`src/rtl/stream_slice_serializer.sv`:
```
// stream_slice_serializer: clocked left/right streaming concatenation, one slice per cycle
module stream_slice_serializer #(
  parameter int WIDTH = 32,
  parameter int SLICE = 1
) (
  input  logic             clk,
  input  logic             rst,
  input  logic             in_valid,
  output logic             in_ready,
  input  logic [WIDTH-1:0] in_data,
  input  logic             in_left,
  output logic             out_valid,
  input  logic             out_ready,
  output logic [WIDTH-1:0] out_data,
  output logic             busy
);
  localparam int NSLICE = (WIDTH + SLICE - 1) / SLICE;
  localparam int REM = WIDTH - (NSLICE - 1) * SLICE;
  // SL clamps the shift so an oversized SLICE never indexes past the operand
  localparam int SL = SLICE < WIDTH ? SLICE : WIDTH;
  localparam int CW = $clog2(NSLICE) + 1;
  localparam logic [WIDTH-1:0] MS = {WIDTH{1'b1}} >> (WIDTH - SL);
  localparam logic [WIDTH-1:0] MR = {WIDTH{1'b1}} >> (WIDTH - REM);
  localparam logic [1:0] IDLE = 2'd0, BUSY = 2'd1, DONE = 2'd2;
  logic [1:0] state;
  logic [WIDTH-1:0] sr, acc, fin;
  logic [CW-1:0] cnt;
  logic lft;
  assign in_ready = state == IDLE;
  assign busy = state == BUSY;
  assign out_valid = state == DONE;
  assign fin = (acc << REM) | (sr & MR);
  always_ff @(posedge clk) begin
    if (rst) begin
      state <= IDLE;
      sr <= '0;
      acc <= '0;
      cnt <= '0;
      lft <= 1'b0;
      out_data <= '0;
    end else if (state == IDLE && in_valid) begin
      sr <= in_data;
      lft <= in_left;
      acc <= '0;
      cnt <= '0;
      state <= BUSY;
    end else if (state == BUSY && cnt == CW'(NSLICE - 1)) begin
      acc <= fin;
      out_data <= lft ? fin : sr;
      state <= DONE;
    end else if (state == BUSY) begin
      acc <= (acc << SL) | (sr & MS);
      sr <= lft ? sr >> SL : sr;
      cnt <= cnt + 1'b1;
    end else if (state == DONE && out_ready) begin
      state <= IDLE;
    end
  end
endmodule

```
`config.mk`:
```
export PLATFORM = sky130hd
export DESIGN_NAME = stream_slice_serializer
export DESIGN_NICKNAME = d
export VERILOG_FILES = /design/src/rtl/stream_slice_serializer.sv
export SDC_FILE = /design/constraint.sdc
export NUM_CORES = 1
export LEC_CHECK = 0
export CORE_ASPECT_RATIO = 2
export CORE_UTILIZATION = 57
export DETAILED_ROUTE_END_ITERATION = 8
export PLACE_DENSITY = 0.84
export SYNTH_ARGS = -nofsm -noshare
export SYNTH_HDL_FRONTEND = slang
export SYNTH_SLANG_ARGS = --single-unit
```
`constraint.sdc`:
```
create_clock -name clk -period 3.41 [get_ports clk]
set_input_delay 0.5115 -clock clk [delete_from_list [all_inputs] [get_ports clk]]
set_output_delay 0.5115 -clock clk [all_outputs]
set_load 0.02 [all_outputs]
```
* Word level (Yosys, flattened, before mapping)
Index checks and enable logic that the tools add are counted.
** Operators by class
- Add/subtract/negate cells :: 1
- Equality and inequality tests :: 6
- Multiplexer cells :: 11
- Bitwise gates (word level) :: 3
- Reduce and logical (&&, ||, !) cells :: 15
** Operators with widths (count)
- $mux 32 :: 5
- $mux 31 :: 2
- $or 32x1->32 :: 1
- $reduce_and 2->1 :: 4
- $reduce_bool 2->1 :: 4
- $add 6x1->6 const B :: 1
- $eq 6x5->1 const B :: 1
- $mux 2 :: 3
- $logic_and 1x1->1 :: 3
- $ne 3x1->1 const B :: 1
- $reduce_and 3->1 :: 1
- $reduce_bool 3->1 :: 1
- $eq 2x1->1 const B :: 1
- $eq 2x2->1 const B :: 1
- $logic_not 2->1 :: 1
- $ne 2x1->1 const B :: 1
- $ne 2x2->1 const B :: 1
- $not 1->1 :: 2
- $reduce_or 2->1 :: 1
- $mux 1 :: 1
** Word-level totals
- Flip-flop bits (word level) :: 104
- Input bits :: 37
- Output and inout bits :: 35
- Logic and storage cells :: 43

* Depth between registers and ports, before layout
Gate-level depths: netlist (run 1).
- Word-level depth :: 6
- Gate-level depth with buffers :: 7

* Worst setup path after synthesis (run 1)
Ideal clock, no wire load.
- Path kind :: flip-flop to flip-flop
- From :: register state[0]
- To :: register sr[18]
- Setup time :: 134 ps
- Arrival :: 1507 ps
- Required time :: 3276 ps
- Setup slack :: 1769 ps
- Stages on the path, launching flop included :: 7
- Path buffers :: 2
- Period minus slack after synthesis :: 1641 ps
- Path through :: dfxtp_1 -> nor2_1 -> and2_1 -> buf_4 -> buf_2 -> mux2i_1 -> a211oi_1
** Between the ends
- Cells in the longest elaborated chain, start to end :: 4
- Elaborated cells on any way between the ends :: 9
- Classes of those cells :: eq/ne (2); mux (1); reduce/logical (6)
** Ends and longest elaborated chain
- start, declared :: RTL line 25 : logic [1:0] state;
- start signal, assigned :: RTL line 35 : state <= IDLE;
- start signal, assigned :: RTL line 46 : state <= BUSY;
- start signal, assigned :: RTL line 50 : state <= DONE;
- $logic_not 2->1 *
- net in_ready :: RTL line 9 : output logic in_ready,
- $logic_and 1x1->1 * :: RTL line 41 : end else if (state == IDLE && in_valid) begin
- $ne 2x2->1 (no source line) / $reduce_bool 2->1 (equally long branches)
- $reduce_and 3->1 (no source line)
- end signal, assigned :: RTL line 42 : sr <= in_data;
- end signal, assigned :: RTL line 53 : sr <= lft ? sr >> SL : sr;
- end, declared :: RTL line 26 : logic [WIDTH-1:0] sr, acc, fin;
Mark *: on every way through the listed nets, which the timed path passes. The rest lies on a longest branch.
A chain may end at the register's enable or synchronous reset.

* Worst setup path after layout (run 1)
- From :: register state[1]
- To :: output busy
** Between the ends
- Cells in the longest elaborated chain, start to end :: 1
** Ends and longest elaborated chain
- $eq 2x1->1 :: RTL line 30 : assign busy = state == BUSY;
- end, declared :: RTL line 15 : output logic busy
No other way between the ends.

==> metrics.yaml, run 1 <==
cts:
  clockBufferDepth: 2
  cts_hold_buf: 0
  cts_tree: "yes"
  cts_root_buf: "clkbuf_16"
  clk_pin_slew_ns: 0.07
  worst_skew_pair.late_latency_ns: 0.35
  cts_setup_buffers: 0
  cts_buffers: 9
  htreeDepth: 3
  cts_resized: 0
  clkSinkCount: 104
synthesis:
  syn_avg_cell_area_sq_um: 9.47
  syn_inst: 469
  synth-simple-area-share_pct: 14.0
  syn-num-nets: 507
  synthXorXnorAreaFrac_pct: 0.197
  synth_seq_cells: 104
  synth_top_family_by_area: "compound AO/OA/AOI/OAI gates"
  yosysTopAreaCell: "dfxtp_1"
  synth_compound_area_share_pct: 18.5
  yosysTopAreaCellShare_pct: 46.9
  synthAdderAreaFrac_pct: 0.282
  ys_types: 29
  synth_seq_area_share_pct: 46.9
  muxShareOfSynthArea_pct: 14.9
  synthTopCellsByArea: "dfxtp_1 (47%), mux2i_1 (15%), a211oi_2 (7.9%)"
  yosys_warnings: 0
  netlist_area_sq_um: 4440
timing:
  tightest_slew_ns: 0.851
  finalClockSkew_ns: 0.00579
  rsz0062_at_grt: "no"
  slew_viol_final: 0
  hold_viol: 0
  period_needed_ns: 2.51
  finalSetupViolCount: 0
  fmax_ghz: 0.399
  relSlewSlack_pct: 43.3
  setup_slack_ns: 0.903
  fin_crit_sh_pct: 73.5
  final.setup.tns_ns: 0
detailed_routing:
  drtIter0Drc: 238
  ant_nets: 0
  viasPerCell: 5.65
  drc: 0
  wire_per_inst_um: 15.2
  vias: 3487
  first_pass_iters: 4
  wirelength_um: 9380
pwr:
  ir_drop_v: 0.000399
  p_per_area_nw_per_um2: 466
  leakage_uw: 0.00177
setup_path:
  timing.rr.end: "out_data[0]$_SDFFE_PP0P_"
  path_max_fanout: 36
  cp.required_ns: 2.90
  rrSetupSlack_ns: 1.26
  reg2reg_from: "state[0]$_SDFFE_PP0P_"
  start_kind: "register"
  rr_worst_depth: 6
  crit_arrival_ns: 2.00
  cp-end-kind: "output port"
  crit_type: "reg -> out"
floorplanning:
  ios: 72
  row_count: 45
  initial_utilization_pct: 58.9
  fp.coreArea_sq_um: 7540
  die_w_um: 64.4
  die_y_um: 127
  die_area_sq_um: 8170
placement:
  dp_slack_ns: 1.04
  routabilityCongestion: 0.783
  hpwl_um: 6110
  port_buffers: 71
cells_and_area:
  syn2layout_area_growth_pct: 21.5
  finalNetCount: 557
  drive_above_1_share_pct: 10.3
  num_antenna_cells: 0
grt:
  grt_overflow: 0
  grt_pass1_vias: 3427
  antenna_found_initial: 0
  grt_pass1_wl_um: 15600
  track_usage_pct: 24.6
  grt_max_degree: 68
flow_run:
  drv_cap: 0
worst_hold_path:
  hold_class: "reg -> reg"
  hp-start: "acc[12]$_SDFFE_PP0P_"
  holdPathStages: 2
  worst_hold_path.endpoint: "acc[13]$_SDFFE_PP0P_"
status:
  status: "complete, no violations"
## metal layers
layer / global-route usage (%) / part of all wire (%) / up-vias
li1: - / - / 1731
met1: 25.9 / 40 / 1663
met2: 44.5 / 54 / 74
met3: 4.41 / 3.1 / 19
met4: 13.7 / 2.7 / 0
met5: 0 / 0 / -
## critical path, cell delays in order, from the launching register on
cell	delay, ns
dfxtp_1	0.38
nand2b_1	0.16
clkinv_2	0.42
clkdlybuf4s50_1	0.69
## where the power goes
| group | total, uW | switching [uW] | leakage [uW] | internal (uW) |
|---|---|---|---|---|
| registers | 1290 | 32.4 | 0.000845 | 1250 |
| clock network | 953 | 420 | 0.000130 | 532 |
| logic | 276 | 151 | 0.000792 | 124 |
## worst max-delay path by stage
stage | startpoint | end | slack [ns] | cells after the start
finish | state[1]$_SDFFE_PP0P_ | busy | 0.90 | 3
global route | state[1]$_SDFFE_PP0P_ | busy | 0.80 | 3
CTS | state[1]$_SDFFE_PP0P_ | busy | 0.89 | 3
detailed placement | in_valid | sr[21]$_SDFFE_PP0P_ | 1.04 | 6
global placement | in_valid | sr[8]$_SDFFE_PP0P_ | 1.13 | 6
floorplan | state[0]$_SDFFE_PP0P_ | sr[18]$_SDFFE_PP0P_ | 1.77 | 6
## synth_stat cells
cell,n
dfxtp_1,104
nor2_1,70
mux2i_1,65
nand2_1,65
a21oi_1,37
a211oi_1,35
a211oi_2,28
clkbuf_1,15
buf_2,13
buf_4,4
buf_6,4
nor3_1,4
inv_1,3
nand2b_1,3
o21ai_0,3
and4_1,2
clkbuf_4,2
and2_1,1
buf_1,1
clkinv_2,1
ha_1,1
mux2_2,1
nand3b_1,1
nand4_2,1
nor3_4,1
o311a_1,1
or2_1,1
or4b_1,1
xor2_1,1
## logic make-up (layout without fill, tap and decap cells)
kind of cell	Yosys count	count (layout)
AND/OR/NAND/NOR	150	150
flip-flops	104	104
AO/OA/AOI/OAI	104	104
buffers and inverters	43	97
adder cells (fa/ha/maj)	1	1
XOR/XNOR	1	1
multiplexers	66	66
## cell type report
cell class	count	area [sq um]
Fill cell	558	2150
Clock buffer	15	268
Multi-Input combinational cell	322	2130
Inverter	4	16.3
Timing Repair Buffer	78	783
Sequential cell	104	2080
Tap cell	94	118
## registers in the layout, summed over array words and instances (netlist names)
register and flops:
out_data 32, sr 32, acc 31, cnt 6, state 2, lft 1
## metrics by stage
stage	total power, uW	util [%]	instances	cell area [sq um]	hold WS (ns)
floorplan	1500	-	469	4440	0.436
detailed placement	1590	68.0	602	5130	0.461
finish	2520	71.6	617	5400	0.470
CTS	2520	71.6	617	5400	0.470
global placement	1580	68.0	602	5130	0.448
global route	2590	71.6	617	5400	0.492
## placed cells by master, fill, tap and decap left out
master,n
clkbuf_1,4
nand3b_1,1
inv_1,3
o21ai_0,3
dfxtp_2,1
clkbuf_16,9
o311a_2,1
mux2_2,1
clkbuf_8,2
clkdlybuf4s50_1,70
nand2b_1,3
and2_2,1
nor2_1,70
xor2_1,1
nor3_1,4
clkinv_2,1
and4_1,2
a211oi_1,35
ha_1,1
nand2_1,65
or2_1,1
a21oi_1,37
a211oi_2,28
nor3_4,1
mux2i_1,65
nand4_2,1
buf_12,2
dfxtp_1,103
buf_4,5
buf_2,1
or4b_1,1
(Power assumes the default switching activity.)
==> inputs of run 2 (changes only) <==
- CORE_UTILIZATION: 57 -> 53
- PLACE_DENSITY: 0.84 -> 0.79
- clock period: 3.41 -> 2.55 ns (I/O delays scaled with it)
==> metrics.yaml, run 2 (synthesis results as in run 1) <==
placement:
  port_buffers: 71  # unchanged
  place_area_sq_um: 5160  # was 5130 sq um
  routabilityCongestion: 0.776  # was 0.783
  hpwl_um: 6480  # was 6110 um
floorplanning:
  die_w_um: 66.7  # was 64.4 um
  row_count: 46  # was 45
  die_area_sq_um: 8770  # was 8170 sq um
  initial_utilization_pct: 55.5  # was 58.9%
  ios: 72  # unchanged
  fp.coreArea_sq_um: 8000  # was 7540 sq um
  die_y_um: 131  # was 127 um
detailed_routing:
  ant_nets: 0  # unchanged
  viasPerCell: 5.55  # was 5.65
  drtIter0Drc: 174  # was 238
  first_pass_iters: 4  # unchanged
  drc: 0  # unchanged
  wirelength_um: 9540  # was 9380 um
  vias: 3465  # was 3487
  wire_per_inst_um: 15.3  # was 15.2 um
cells_and_area:
  regArea_sq_um: 2080  # unchanged
  stdcell_area_sq_um: 5500  # was 5400 sq um
  layout_commonest_cell: "dfxtp_1"  # unchanged
  drive_above_1_share_pct: 11.7  # was 10.3%
  utilization_pct: 68.8  # was 71.6%
  fillerInstances: 630  # was 558
  finalNetCount: 561  # was 557
  layout_common_cells: "dfxtp_1 (103), nor2_1 (70), clkdlybuf4s50_1 (70)"  # unchanged
  multi_input_area_sq_um: 2130  # unchanged
  top_regs: "out_data: 32 flops, sr: 32 flops, acc: 31 flops"  # unchanged
  syn2layout_area_growth_pct: 23.8  # was 21.5%
  num_antenna_cells: 0  # unchanged
timing:
  hold_viol: 0  # unchanged
  rsz0062_at_grt: "no"  # unchanged
  slew_viol_final: 0  # unchanged
  relSlewSlack_pct: 64.6  # was 43.3%
  final.setup.tns_ns: 0  # unchanged
  tightest_slew_ns: 0.531  # was 0.851 ns
  fmax_ghz: 0.494
  period_needed_ns: 2.02
  finalClockSkew_ns: 0.00678  # was 0.00579 ns
  finalSetupViolCount: 0  # unchanged
  fin_crit_sh_pct: 79.4
cts:
  cts_resized: 0  # unchanged
  htreeDepth: 3  # unchanged
  clkSinkCount: 104  # unchanged
  cts_setup_buffers: 0  # unchanged
  cts_hold_buf: 0  # unchanged
  cts_buffers: 9  # unchanged
  clockBufferDepth: 2  # unchanged
  cts_root_buf: "clkbuf_16"  # unchanged
  clk_pin_slew_ns: 0.07  # about the same
  worst_skew_pair.late_latency_ns: 0.35  # about the same
  cts_tree: "yes"  # unchanged
setup_path:
  path_max_fanout: 7  # was 36
  reg2reg_from: "state[0]$_SDFFE_PP0P_"  # unchanged
  crit_type: "reg -> out"  # unchanged
  cp.required_ns: 2.17  # was 2.90 ns
  timing.rr.end: "cnt[5]$_SDFFE_PP0P_"  # was out_data[0]$_SDFFE_PP0P_
  rrSetupSlack_ns: 0.64  # was 1.26 ns
  crit_arrival_ns: 1.64  # was 2.00 ns
  cp-end-kind: "output port"  # unchanged
  rr_worst_depth: 6  # unchanged
  start_kind: "register"  # unchanged
pwr:
  leakage_uw: 0.00182  # was 0.00177 uW
  p_per_area_nw_per_um2: 661  # was 466 nW/um^2
  ir_drop_v: 0.000426  # was 0.000399 V
flow_run:
  drv_cap: 0  # unchanged
worst_hold_path:
  hp-start: "sr[0]$_SDFFE_PP0P_"  # was acc[12]$_SDFFE_PP0P_
  hold_class: "reg -> reg"  # unchanged
  worst_hold_path.endpoint: "acc[0]$_SDFFE_PP0P_"  # was acc[13]$_SDFFE_PP0P_
  holdPathStages: 2  # unchanged
grt:
  grt_max_degree: 64  # was 68
  track_usage_pct: 23.4  # was 24.6%
  grt_overflow: 0  # unchanged
  grt_pass1_vias: 3465  # was 3427
  antenna_found_initial: 0  # unchanged
  grt_pass1_wl_um: 15800  # was 15600 um
status:
  status: "complete, no violations"  # unchanged
[run 2: cell count changes in the layout (fill, tap and decap cells not counted)]
cell        before  now
clkinvlp_4       0    1
clkbuf_8         2    0
buf_4            5    9
clkinv_2         1    3
clkbuf_1         4    1
bufinv_16        0    3
[run 2: worst max path at each step]
stage	to	depth (start not counted)	startpoint	slack [ns]
CTS	busy	3	state[0]$_SDFFE_PP0P_	0.51
detailed placement	sr[13]$_SDFFE_PP0P_	6	in_valid	0.63
global route	busy	3	state[0]$_SDFFE_PP0P_	0.44
floorplan	sr[18]$_SDFFE_PP0P_	6	state[0]$_SDFFE_PP0P_	0.91
finish	busy	3	state[0]$_SDFFE_PP0P_	0.53
global placement	sr[28]$_SDFFE_PP0P_	5	in_valid	0.66
[run 2: worst max-delay path: stages, from the launching register on]
cell and delay, ns:
dfxtp_1 0.44, nand2b_1 0.17, clkinv_2 0.08, clkdlybuf4s50_1 0.60
[run 2: final cells by class]
class | instances | area share (%)
multi-input combinational | 322 | 38.7
timing repair buffer | 82 | 14.8
tap | 96 | 2.18
inverter | 4 | 0.296
sequential | 104 | 37.9
clock inverter | 6 | 1.96
clock buffer | 10 | 4.16
[run 2: report_power, final]
part           internal, uW  switching [uW]  total, uW
combinational           169             197        366
clock                   956             587       1540
sequential             1680            49.4       1730
[run 2: routing by layer]
| metal | track usage [%] | vias to the layer above | wire length (um) |
|---|---|---|---|
| met3 | 4.69 | 15 | 316 |
| met1 | 25.4 | 1633 | 3830 |
| met5 | 0 | - | 0 |
| li1 | - | 1742 | - |
| met4 | 9.69 | 0 | 176 |
| met2 | 42.0 | 75 | 5210 |
[run 2: per-stage QoR]
step | hold slack [ns] | total power [uW] | setup WS (ns) | instances
2_1_floorplan | 0.436 | 2000 | 0.909 | 469
3_3_place_gp | 0.447 | 2120 | 0.664 | 608
3_5_place_dp | 0.463 | 2130 | 0.626 | 608
4_1_cts | 0.461 | 3670 | 0.511 | 624
5_1_grt | 0.484 | 3760 | 0.444 | 624
6_report | 0.468 | 3640 | 0.526 | 624
==> inputs of run 3 (changes only) <==
- clock period: 2.55 -> 1.95 ns (I/O delays scaled with it)
==> metrics.yaml, run 3 (synthesis results as in run 1) <==
timing:
  hold_viol: 0  # unchanged
  period_needed_ns: 1.83
  relSlewSlack_pct: 73.4  # was 64.6%
  slew_viol_final: 0  # unchanged
  finalClockSkew_ns: 0.00712  # was 0.00678 ns
  finalSetupViolCount: 0  # unchanged
  final.setup.tns_ns: 0  # unchanged
  fin_crit_sh_pct: 93.8
  tightest_slew_ns: 0.400  # was 0.531 ns
  fmax_ghz: 0.547
  rsz0062_at_grt: "no"  # unchanged
grt:
  antenna_found_initial: 0  # unchanged
  grt_overflow: 0  # unchanged
  grt_pass1_vias: 3494  # was 3465
  grt_pass1_wl_um: 16100  # was 15800 um
  grt_max_degree: 68  # was 64
  track_usage_pct: 24.3  # was 23.4%
setup_path:
  reg2reg_from: "cnt[0]$_SDFFE_PP0P_"  # was state[0]$_SDFFE_PP0P_
  rrSetupSlack_ns: 0.17  # was 0.64 ns
  crit_arrival_ns: 1.54  # was 1.64 ns
  path_max_fanout: 5  # was 7
  cpPeakStageDelay_ns: 0.61  # was 0.60 ns
  critPathCapture: "out_valid"  # was busy
  cp.required_ns: 1.66  # was 2.17 ns
  timing.rr.end: "sr[11]$_SDFFE_PP0P_"  # was cnt[5]$_SDFFE_PP0P_
  critPathSlowestCell: "clkdlybuf4s50_1"  # unchanged
  crit_type: "reg -> out"  # unchanged
  start_kind: "register"  # unchanged
  crit_chain: "inv_1 -> nor2_1 -> clkdlybuf4s50_1"  # was nand2b_1 -> clkinv_2 -> clkdlybuf4s50_1
  crit_start: "state[1]$_SDFFE_PP0P_"  # was state[0]$_SDFFE_PP0P_
  cp-end-kind: "output port"  # unchanged
  rr_worst_depth: 5  # was 6
placement:
  hpwl_um: 6630  # was 6480 um
  port_buffers: 71  # unchanged
  routabilityCongestion: 0.839  # was 0.776
cts:
  cts_setup_buffers: 0  # unchanged
  htreeDepth: 3  # unchanged
  cts_tree: "yes"  # unchanged
  worst_skew_pair.late_latency_ns: 0.35  # about the same
  clockBufferDepth: 2  # unchanged
  cts_buffers: 9  # unchanged
  clk_pin_slew_ns: 0.06  # was 0.07 ns
  clkSinkCount: 104  # unchanged
  cts_hold_buf: 0  # unchanged
  cts_resized: 1  # was 0
  cts_root_buf: "clkbuf_16"  # unchanged
cells_and_area:
  drive_above_1_share_pct: 12.4  # was 11.7%
  utilization_pct: 69.3  # was 68.8%
  fillerInstances: 638  # was 630
  finalNetCount: 565  # was 561
  syn2layout_area_growth_pct: 24.9  # was 23.8%
  layout_commonest_cell: "dfxtp_1"  # unchanged
  top_regs: "out_data: 32 flops, sr: 32 flops, acc: 31 flops"  # unchanged
  num_antenna_cells: 0  # unchanged
  layout_common_cells: "dfxtp_1 (103), nor2_1 (70), clkdlybuf4s50_1 (69)"  # was dfxtp_1 (103), nor2_1 (70), clkdlybuf4s50_1 (70)
floorplanning:
  fp.coreArea_sq_um: 8000  # unchanged
  initial_utilization_pct: 55.5  # unchanged
  row_count: 46  # unchanged
  ios: 72  # unchanged
  die_y_um: 131  # unchanged
  die_area_sq_um: 8770  # unchanged
  die_w_um: 66.7  # unchanged
detailed_routing:
  wirelength_um: 9880  # was 9540 um
  ant_nets: 0  # unchanged
  first_pass_iters: 4  # unchanged
  vias: 3477  # was 3465
  drtIter0Drc: 257  # was 174
  viasPerCell: 5.55  # about the same
  wire_per_inst_um: 15.8  # was 15.3 um
  drc: 0  # unchanged
worst_hold_path:
  hold_class: "in -> reg"  # was reg -> reg
pwr:
  p_per_area_nw_per_um2: 829  # was 661 nW/um^2
  leakage_uw: 0.00185  # was 0.00182 uW
  ir_drop_v: 0.000635  # was 0.000426 V
  power.total_uw: 4600  # was 3640 uW
flow_run:
  drv_cap: 0  # unchanged
status:
  status: "complete, no violations"  # unchanged
run 3: cell count changes in the layout (fill, tap and decap cells not counted), sizes merged:
| cell | before | now |
|---|---|---|
| buf | 12 | 16 |
| bufinv | 3 | 1 |
| clkbuf | 10 | 12 |
| clkdlybuf4s50 | 70 | 69 |
| clkinvlp | 1 | 0 |
| dlygate4sd2 | 0 | 1 |
run 3: how the worst min path moves through the flow:
stage | from | end | slack [ns] | depth (start not counted)
finish | rst | lft$_SDFFE_PP0P_ | 0.42 | 3
global placement | acc[30]$_SDFFE_PP0P_ | acc[30]$_SDFFE_PP0P_ | 0.44 | 2
global route | rst | lft$_SDFFE_PP0P_ | 0.48 | 3
detailed placement | acc[25]$_SDFFE_PP0P_ | acc[26]$_SDFFE_PP0P_ | 0.46 | 2
CTS | rst | lft$_SDFFE_PP0P_ | 0.45 | 3
floorplan | in_data[31] | sr[31]$_SDFFE_PP0P_ | 0.43 | 2
run 3: critical path: cells and delay by family, from the launching register on:
family	cells	cell delay (ns)
and+or+nand+nor	1	0.10
DFF	1	0.38
buffers and inverters	2	0.71
run 3: metal layers:
layer | vias up | GRT usage, % | part of all wire (%)
met5 | - | 0 | 0
met4 | 0 | 13.5 | 3.7
met3 | 28 | 4.43 | 2.7
li1 | 1745 | - | -
met1 | 1635 | 25.8 | 39
met2 | 69 | 42.9 | 54
run 3: final cells by class:
class	count	area [sq um]	share of cell area, %
Clock buffer	12	267	4.80
Inverter	4	16.3	0.293
Timing Repair Buffer	86	880	15.9
Multi-Input combinational cell	322	2140	38.6
Tap cell	96	120	2.17
Sequential cell	104	2080	37.6
Clock inverter	3	40.0	0.722
run 3: power breakdown:
part	internal (uW)	switching, uW
combinational	236	272
clock	1090	753
sequential	2190	55.5
run 3: metrics by stage:
step | std cells | setup slack, ns | hold WS (ns) | instance area (sq um)
global route | 627 | 0.0259 | 0.477 | 5550
detailed placement | 612 | 0.103 | 0.460 | 5230
finish | 627 | 0.121 | 0.420 | 5550
floorplan | 469 | 0.309 | 0.429 | 4440
global placement | 612 | 0.169 | 0.444 | 5230
CTS | 627 | 0.0992 | 0.454 | 5540
